## src/rtl/im_loader_pkg.sv

```systemverilog
// Loader state codes and the frame-length bounds check shared by the IM loader.
// Pure declarations; no logic or latency of its own.
// No flow control here.
package im_loader_pkg;

  typedef enum logic [2:0] {
    L_LEN_HI = 3'd0,
    L_LEN_LO = 3'd1,
    L_DATA   = 3'd2,
    L_CHK    = 3'd3,
    L_DONE   = 3'd4,
    L_ERR    = 3'd5
  } ld_state_e;

  // Per-frame bookkeeping held by the loader between bytes.
  typedef struct packed {
    logic [15:0] len;
    logic [7:0]  chk;
    logic [15:0] words;
  } ld_meta_t;

  localparam ld_meta_t LD_META_RST = '{len: 16'd0, chk: 8'd0, words: 16'd0};

  // True when a frame of len words starting at base_idx stays inside a 2**addr_w deep IM.
  function automatic logic len_fits(input logic [15:0] len, input int addr_w, input int base_idx);
    return (32'(len) <= ((32'd1 << addr_w) - 32'(base_idx)));
  endfunction

endpackage

```

## src/rtl/im_loader_byte_packer.sv

```systemverilog
// Packs stream bytes MSB-first into 32-bit words and flags each completed word.
// word_vld rises 1 clk after the 4th byte is accepted; word_dat holds that word for the pulse.
// No backpressure of its own; accepts a byte whenever byte_vld is high.
module im_loader_byte_packer (
  input  logic        clk,
  input  logic        rst,
  input  logic        clr,
  input  logic        byte_vld,
  input  logic [7:0]  byte_dat,
  output logic        word_end,
  output logic        word_vld,
  output logic [31:0] word_dat
);

  logic [1:0] cnt;

  // High while the next accepted byte completes a word.
  assign word_end = (cnt == 2'd3);

  always_ff @(posedge clk or negedge rst) begin
    if (!rst) begin
      cnt      <= 2'd0;
      word_vld <= 1'b0;
      word_dat <= 32'd0;
    end else if (clr) begin
      cnt      <= 2'd0;
      word_vld <= 1'b0;
      word_dat <= 32'd0;
    end else begin
      word_vld <= byte_vld & word_end;
      if (byte_vld) begin
        cnt      <= cnt + 2'd1;
        word_dat <= {word_dat[23:0], byte_dat};
      end
    end
  end

endmodule

```

## src/rtl/im_loader.sv

```systemverilog
// Streams a length-prefixed, XOR-checksummed image into IM, then releases the CPU from reset.
// IM write strobe arrives 1 clk after the 4th byte of each word; status outputs follow state by 0 clk.
// in_ready is a decode of registered state only; it drops in DONE/ERR until restart or reset.
module im_loader
  import im_loader_pkg::*;
#(
  parameter int ADDR_W   = 10,
  parameter int BASE_IDX = 0
) (
  input  logic              clk,
  input  logic              rst,
  input  logic              in_valid,
  input  logic [7:0]        in_data,
  output logic              in_ready,
  input  logic              restart,
  output logic              im_we,
  output logic [ADDR_W-1:0] im_addr,
  output logic [31:0]       im_wdata,
  output logic              cpu_rst,
  output logic              done,
  output logic              err,
  output logic [15:0]       words_done
);

  localparam logic [ADDR_W-1:0] BASE = ADDR_W'(BASE_IDX);

  ld_state_e         state, nxt;
  ld_meta_t          meta;
  logic [ADDR_W-1:0] addr_q;
  logic [15:0]       words_next;
  logic [15:0]       len_rx;
  logic              xfer, take, data_byte, word_end;

  assign xfer       = in_valid & in_ready;
  assign take       = xfer & ~restart;
  assign data_byte  = take & (state == L_DATA);
  assign words_next = meta.words + 16'd1;
  assign len_rx     = {meta.len[15:8], in_data};

  im_loader_byte_packer u_packer (
    .clk      (clk),
    .rst      (rst),
    .clr      (restart),
    .byte_vld (data_byte),
    .byte_dat (in_data),
    .word_end (word_end),
    .word_vld (im_we),
    .word_dat (im_wdata)
  );

  always_ff @(posedge clk or negedge rst) begin
    if (!rst) state <= L_LEN_HI;
    else      state <= nxt;
  end

  always_comb begin
    nxt = state;
    if (restart) begin
      nxt = L_LEN_HI;
    end else if (xfer) begin
      unique case (state)
        L_LEN_HI: nxt = L_LEN_LO;
        L_LEN_LO: begin
          if (len_rx == 16'd0)                          nxt = L_CHK;
          else if (!len_fits(len_rx, ADDR_W, BASE_IDX)) nxt = L_ERR;
          else                                          nxt = L_DATA;
        end
        L_DATA:   if (word_end && (words_next == meta.len)) nxt = L_CHK;
        L_CHK:    nxt = (in_data == meta.chk) ? L_DONE : L_ERR;
        default:  nxt = state;
      endcase
    end
  end

  always_comb begin
    in_ready = (state != L_DONE) && (state != L_ERR);
    done     = (state == L_DONE);
    err      = (state == L_ERR);
    cpu_rst  = (state != L_DONE);
  end

  // Address and word count advance on the byte that completes a word, so they line up with im_we.
  always_ff @(posedge clk or negedge rst) begin
    if (!rst) begin
      meta   <= LD_META_RST;
      addr_q <= BASE;
    end else if (restart) begin
      meta   <= LD_META_RST;
      addr_q <= BASE;
    end else if (take) begin
      unique case (state)
        L_LEN_HI: meta.len[15:8] <= in_data;
        L_LEN_LO: meta.len[7:0]  <= in_data;
        L_DATA: begin
          meta.chk <= meta.chk ^ in_data;
          if (word_end) begin
            addr_q     <= BASE + ADDR_W'(meta.words);
            meta.words <= words_next;
          end
        end
        default: ;
      endcase
    end
  end

  assign im_addr    = addr_q;
  assign words_done = meta.words;

endmodule

```

## config.mk

```make
export PLATFORM = sky130hd
export DESIGN_NAME = im_loader
export DESIGN_NICKNAME = d
export VERILOG_FILES = /design/src/rtl/im_loader_pkg.sv /design/src/rtl/im_loader_byte_packer.sv /design/src/rtl/im_loader.sv
export SDC_FILE = /design/constraint.sdc
export NUM_CORES = 1
export LEC_CHECK = 0
export ABC_CLOCK_PERIOD_IN_PS = 5900
export CAP_MARGIN = 0
export CELL_PAD_IN_SITES_DETAIL_PLACEMENT = 0
export CELL_PAD_IN_SITES_GLOBAL_PLACEMENT = 1
export CORE_MARGIN = 5
export CORE_UTILIZATION = 43
export CTS_CLUSTER_SIZE = 28
export DETAILED_ROUTE_END_ITERATION = 16
export PLACE_DENSITY_LB_ADDON = 0.15
export REMOVE_ABC_BUFFERS = 1
export SYNTH_ARGS = -nofsm -noshare
export SYNTH_HDL_FRONTEND = slang
export SYNTH_SLANG_ARGS = --single-unit
export TNS_END_PERCENT = 1
```

## constraint.sdc

```tcl
create_clock -name clk -period 5.9 [get_ports clk]
set_input_delay 1.18 -clock clk [delete_from_list [all_inputs] [get_ports clk]]
set_output_delay 1.18 -clock clk [all_outputs]
set_load 0.05 [all_outputs]
```

==> results_dict.tcl, run 1 <==
set metrics [dict create \
    status "completed" \
    drc 0 \
    async_flop_share 1.000 \
    clk_latency_ns 0.36 \
    synth_fa_ha_area_frac 0.005659 \
    grt_util_all_layers 0.1737 \
    cp_max_fo 11 \
    crit_arrival_ns 2.12 \
    cellPowerDensity_mw_per_mm2 233.9 \
    rows 37 \
    nets 561 \
    relSlewSlack 0.3665 \
    stdcell_count 688 \
    grt_pass1_vias 3445 \
    dr_total_vias 3500 \
    pin_count 75 \
    grt_pass1_wl_mm 17.58 \
    hpwl_mm 7.057 \
    yosys-mux-area-fraction 0 \
    synth_top_family_by_area "simple AND/OR/NAND/NOR gates" \
    synth-compound-area-share 0.1171 \
    antenna_found_initial 0 \
    rsz0062_at_grt "false" \
    synthTopCellsByCount "nand2_1, dfrtp_1, a21oi_1, nor2_1, xnor2_1" \
    cts_made_buffers 9 \
    gp_congestion 0.8625 \
    holdBufCountCts 0 \
    finalHoldViolations 0 \
    cp_common_cell "nand2b_1" \
    cts_sinks 88 \
    synth_edf_count 0 \
    p_leak_nw 2.144 \
    netlist_area_sq_mm 0.004422 \
    cts_root_buffer "clkbuf_8" \
    skew_ns 0.008024 \
    crit_path_max_incr_delay_ns 0.79 \
    crit_slowest_cell "clkdlybuf4s50_1" \
    yosys.area_share.simple 0.2102 \
    ys_seq_elements 88 \
    cts-resized-gates 0 \
    path_clk_slew_ns 0.08 \
    coreArea_sq_mm 0.01018 \
    endpoint_kind "output pin" \
    vdd_drop_max_mv 0.1010 \
    crit_required_ns 4.72 \
    dr.pass1.iters 4 \
    period_share 0.5587 \
    hp-class "flop to flop" \
    fmaxAchievable_mhz 303.4 \
    syn_inst 502 \
    syn_avg_cell_area_sq_um 8.808 \
    cp-start-kind "flop" \
    cp_num_buf_inv 2 \
    antenna_cells 0 \
    crit_family "buffers and inverters" \
    fp.dieH_um 111.4 \
    finalSetupTns_ns 0 \
    area_growth_pct 22.01 \
    critPathKind "flop to output pin" \
    drtIter0Drc 213 \
    yosysTopAreaCell "dfrtp_1" \
    cts-htree-levels 3 \
    drt-total-wl_mm 10.40 \
    start_util 0.4342 \
    cts_tree "built" \
    synth_flop_cell "dfrtp_1" \
    slew_viol_final 0 \
    postCtsSetupBuffers 0 \
    ys_top_cells_by_area "dfrtp_1, nand2_1, a21oi_1" \
    grt_max_degree 90 \
    yosysMostFrequentCell "nand2_1" \
    routedWlPerCell_um 15.11 \
    drive_gt1_frac 0.05435 \
    worstPathCellList "nand2b_1, nand2b_1, inv_1, clkdlybuf4s50_1" \
    max-cap-violations 0 \
    dp_cells 672 \
    port_buffers 74 \
    overflow 0 \
    vias_per_cell 5.087 \
    worst_pin_slew_ns 0.9502 \
    die_w_um 111.4 \
    dieArea_sq_mm 0.01241 \
    synth_xor_area_frac 0.1089 \
    ant_nets 0 \
    ys_seq_area_frac 0.4980 \
    clk_path_buf_depth 2 \
    setup_violations 0 \
    synth_top_area_frac 0.4980 \
    yosys_warnings 0 \
    fin_crit_ns 3.296 \
    synth.distinct_cells 45 \
]
-- layout make-up --
type | count | area, sq um
tap | 136 | 170.2
clock inverter | 5 | 128.9
sequential | 88 | 2202
timing repair buffer | 78 | 763.2
multi-input combinational | 362 | 1969
fill | 974 | 4790
clock buffer | 11 | 131.4
inverter | 8 | 30.03
-- stage by stage --
step	total power, W	setup WS (ns)	cell area, sq um	hold slack (ns)	utilization
after detailed placement	0.0007366	2.288	5135	0.5154	0.5042
after floorplan	0.0006829	0.4831	4187	0.5000	-
after global placement	0.0007356	2.375	5135	0.5096	0.5042
after CTS	0.001277	2.585	5395	0.5269	0.5297
final	0.001262	2.604	5395	0.5226	0.5297
after global routing	0.001312	2.485	5395	0.5450	0.5297
-- per-layer routing --
metal / routed length [um] / up-vias / GRT usage
met5: 0 / - / 0
met4: 158 / 0 / 0.05353
met3: 509 / 12 / 0.04022
met2: 4640 / 72 / 0.2650
met1: 5087 / 1685 / 0.2474
li1: - / 1731 / -
-- worst min-delay path, cell delays in order (launching register included) --
cell and delay (ns):
dfrtp_1 0.38, nand2_1 0.06, a21oi_1 0.05
-- sequential cells by signal, indices dropped and copies added (netlist names) --
register           flops
words_done            16
u_packer.cnt           2
u_packer.word_vld      1
u_packer.word_dat     32
state                  3
len_rx                 8
im_addr               10
meta                  16
-- power breakdown --
group	switching (W)	leakage (nW)	internal, W
sequential	0.0000123	1.22	0.000611
combinational	0.0000653	0.793	0.0000344
clock	0.000213	0.128	0.000325
-- final timing paths --
path,start,to,slack (ns),cells after the start
worst max-delay path,state[1],done,2.60,4
min in group asynchronous,rst,im_addr[4],0.77,1
max in group asynchronous,rst,u_packer.word_dat[5],4.07,2
worst min register to register,im_addr[8],im_addr[8],0.52,2
worst max register to register,words_done[7],state[0],3.41,6
worst min-delay path,im_addr[8],im_addr[8],0.52,2
-- cells by family (layout without fill, tap and decap cells) --
group / after synthesis / in the layout
AO/OA/AOI/OAI: 91 / 91
XOR/XNOR: 52 / 52
adder cells (fa/ha/maj): 2 / 2
buffers and inverters: 52 / 102
flip-flops: 88 / 88
AND/OR/NAND/NOR: 217 / 217
-- cell usage in the layout, fill, tap and decap left out, types with 6 or more instances in the layout --
master / count
nor3_1: 6
inv_1: 8
clkdlybuf4s50_1: 72
nor2_1: 36
nand3_1: 9
nand4_1: 8
xnor2_1: 26
dfrtp_1: 88
xor2_1: 24
a21oi_1: 67
nand2_1: 134
clkbuf_8: 9
(Power assumes the default switching activity.)
==> run 2, diff against run 1 <==
--- a/config.mk
+++ b/config.mk
@@ -5,12 +5,12 @@
 export SDC_FILE = /design/constraint.sdc
 export NUM_CORES = 1
 export LEC_CHECK = 0
-export ABC_CLOCK_PERIOD_IN_PS = 5900
+export ABC_CLOCK_PERIOD_IN_PS = 3170
 export CAP_MARGIN = 0
 export CELL_PAD_IN_SITES_DETAIL_PLACEMENT = 0
 export CELL_PAD_IN_SITES_GLOBAL_PLACEMENT = 1
 export CORE_MARGIN = 5
-export CORE_UTILIZATION = 43
+export CORE_UTILIZATION = 40
 export CTS_CLUSTER_SIZE = 28
 export DETAILED_ROUTE_END_ITERATION = 16
 export PLACE_DENSITY_LB_ADDON = 0.15
==> constraint.sdc (replaced) <==
create_clock -name clk -period 3.17 [get_ports clk]
set_input_delay 0.634 -clock clk [delete_from_list [all_inputs] [get_ports clk]]
set_output_delay 0.634 -clock clk [all_outputs]
set_load 0.05 [all_outputs]
==> results_dict.tcl, run 2 (synthesis results as in run 1) <==
set metrics [dict create \
    status "completed" \
    layout_commonest_cell "nand2_1" \
    fill_cells 1071 \
    power_frac_clock 0.357 \
    p_sw_frac 0.2531 \
    cts_made_buffers 9 \
    crit_path_max_incr_delay_ns 0.79 \
    crit_required_ns 2.54 \
    worstPathCellList "nand2b_1, nand2b_1, inv_1, clkdlybuf4s50_1" \
    cts-resized-gates 0 \
    crit_slowest_cell "clkdlybuf4s50_1" \
    start_util 0.4079 \
    die_w_um 115.1 \
    skew_ns 0.006236 \
    vdd_drop_max_mv 0.2438 \
    hp-class "primary input to asynchronous set/reset pin" \
    p_leak_nw 2.133 \
    hpwl_mm 7.228 \
    grt_util_all_layers 0.1676 \
    cellPowerDensity_mw_per_mm2 391.8 \
    drc 0 \
    max-cap-violations 0 \
    grt_pass1_vias 3402 \
    cp-start-kind "flop" \
    fmaxAchievable_mhz 360.1 \
    layout_common_cells "nand2_1, dfrtp_1, clkdlybuf4s50_1" \
    area_growth_pct 21.48 \
    cts-htree-levels 3 \
    p_sw_w 0.0005327 \
    cts_tree "built" \
    worst_pin_slew_ns 0.9497 \
    nets 566 \
    fin_crit_ns 2.777 \
    grt_pass1_wl_mm 17.74 \
    antenna_cells 0 \
    antenna_found_initial 0 \
    vias_per_cell 5.070 \
    setup_violations 0 \
    postCtsSetupBuffers 0 \
    rsz0062_at_grt "false" \
    cts_sinks 88 \
    final_util 0.4955 \
    pwr-share-seq 0.551 \
    critPathKind "flop to output pin" \
    relSlewSlack 0.3668 \
    grt_max_degree 89 \
    clk_latency_ns 0.35 \
    endpoint_kind "output pin" \
    crit_arrival_ns 2.14 \
    port_buffers 74 \
    path_clk_slew_ns 0.08 \
    cts_root_buffer "clkbuf_8" \
    overflow 0 \
    slew_viol_final 0 \
    finalSetupTns_ns 0 \
    gp_congestion 0.8455 \
    finalHoldViolations 0 \
    dr.pass1.iters 4 \
    holdBufCountCts 0 \
    drt-total-wl_mm 10.70 \
    p_comb_frac 0.092 \
    multi_input_area_sq_mm 0.001969 \
    internal_power_w 0.001572 \
    pin_count 75 \
    cp_common_cell "nand2b_1" \
    cp_max_fo 11 \
    largest_register_ff_count 32 \
    dr_total_vias 3534 \
    area.sequential_sq_mm 0.002202 \
    fp.dieH_um 115.1 \
    coreArea_sq_mm 0.01084 \
    ant_nets 0 \
    drive_gt1_frac 0.05925 \
    rows 38 \
    period_share 0.8760 \
    clk_path_buf_depth 2 \
    regMostFlops "u_packer.word_dat" \
    dieArea_sq_mm 0.01326 \
    drtIter0Drc 279 \
    routedWlPerCell_um 15.36 \
]
-- run 2: changes by cell type in the layout (fill, tap and decap cells not counted) --
cell	previous run	this run
buf_12	0	1
clkbuf_1	2	4
buf_4	5	9
clkinv_2	0	1
clkinvlp_4	0	1
clkinv_4	1	0
bufinv_16	4	1
-- run 2: worst max-delay path: cells and delay by family (launching register included) --
kind                   cells  cell delay [ns]
buffers and inverters      2             0.85
flip-flops                 1             0.49
AND/OR/NAND/NOR            2             0.44
-- run 2: final cells by class --
cell class                 instances  share of cell area
sequential                        88              0.4100
multi-input combinational        362              0.3666
timing repair buffer              83              0.1514
tap                              140             0.03261
clock buffer                      13             0.02586
clock inverter                     3            0.007920
inverter                           8            0.005590
-- run 2: worst paths after layout --
path,startpoint,endpoint,slack (ns),cells after the start
max reg2reg,words_done[7],state[0],0.68,6
min,rst,im_addr[4],0.34,1
min in group clk,im_addr[0],im_addr[0],0.52,2
min reg2reg,im_addr[0],im_addr[0],0.52,2
max,state[1],done,0.39,4
max in group asynchronous,rst,meta[22],2.19,2
-- run 2: metal layers --
| metal | global-route usage | share of wire | vias to the layer above |
|---|---|---|---|
| li1 | - | - | 1744 |
| met1 | 0.2478 | 0.48 | 1686 |
| met2 | 0.2423 | 0.44 | 86 |
| met3 | 0.02842 | 0.053 | 18 |
| met4 | 0.07199 | 0.025 | 0 |
| met5 | 0 | 0 | - |
-- run 2: power by group through the flow --
stage / Clock [W] / Sequential (W) / Combinational [W]
after CTS: 0.000777 / 0.00116 / 0.000196
after floorplan: 0 / 0.00118 / 0.0000917
final: 0.000750 / 0.00116 / 0.000194
after detailed placement: 0 / 0.00118 / 0.000196
after global placement: 0 / 0.00118 / 0.000196
after global routing: 0.000835 / 0.00116 / 0.000216
-- run 2: through the flow --
step	instance area, sq um	instances	total power [W]	worst slack (ns)	hold slack [ns]
6_report	5371	697	0.002105	0.3930	0.3377
5_1_grt	5371	697	0.002215	0.2632	0.3928
4_1_cts	5371	697	0.002134	0.3576	0.3590
3_5_place_dp	5190	681	0.001379	0.1979	0.5157
3_3_place_gp	5190	681	0.001379	0.2427	0.5084
2_1_floorplan	4187	458	0.001271	-1.701	0.3384
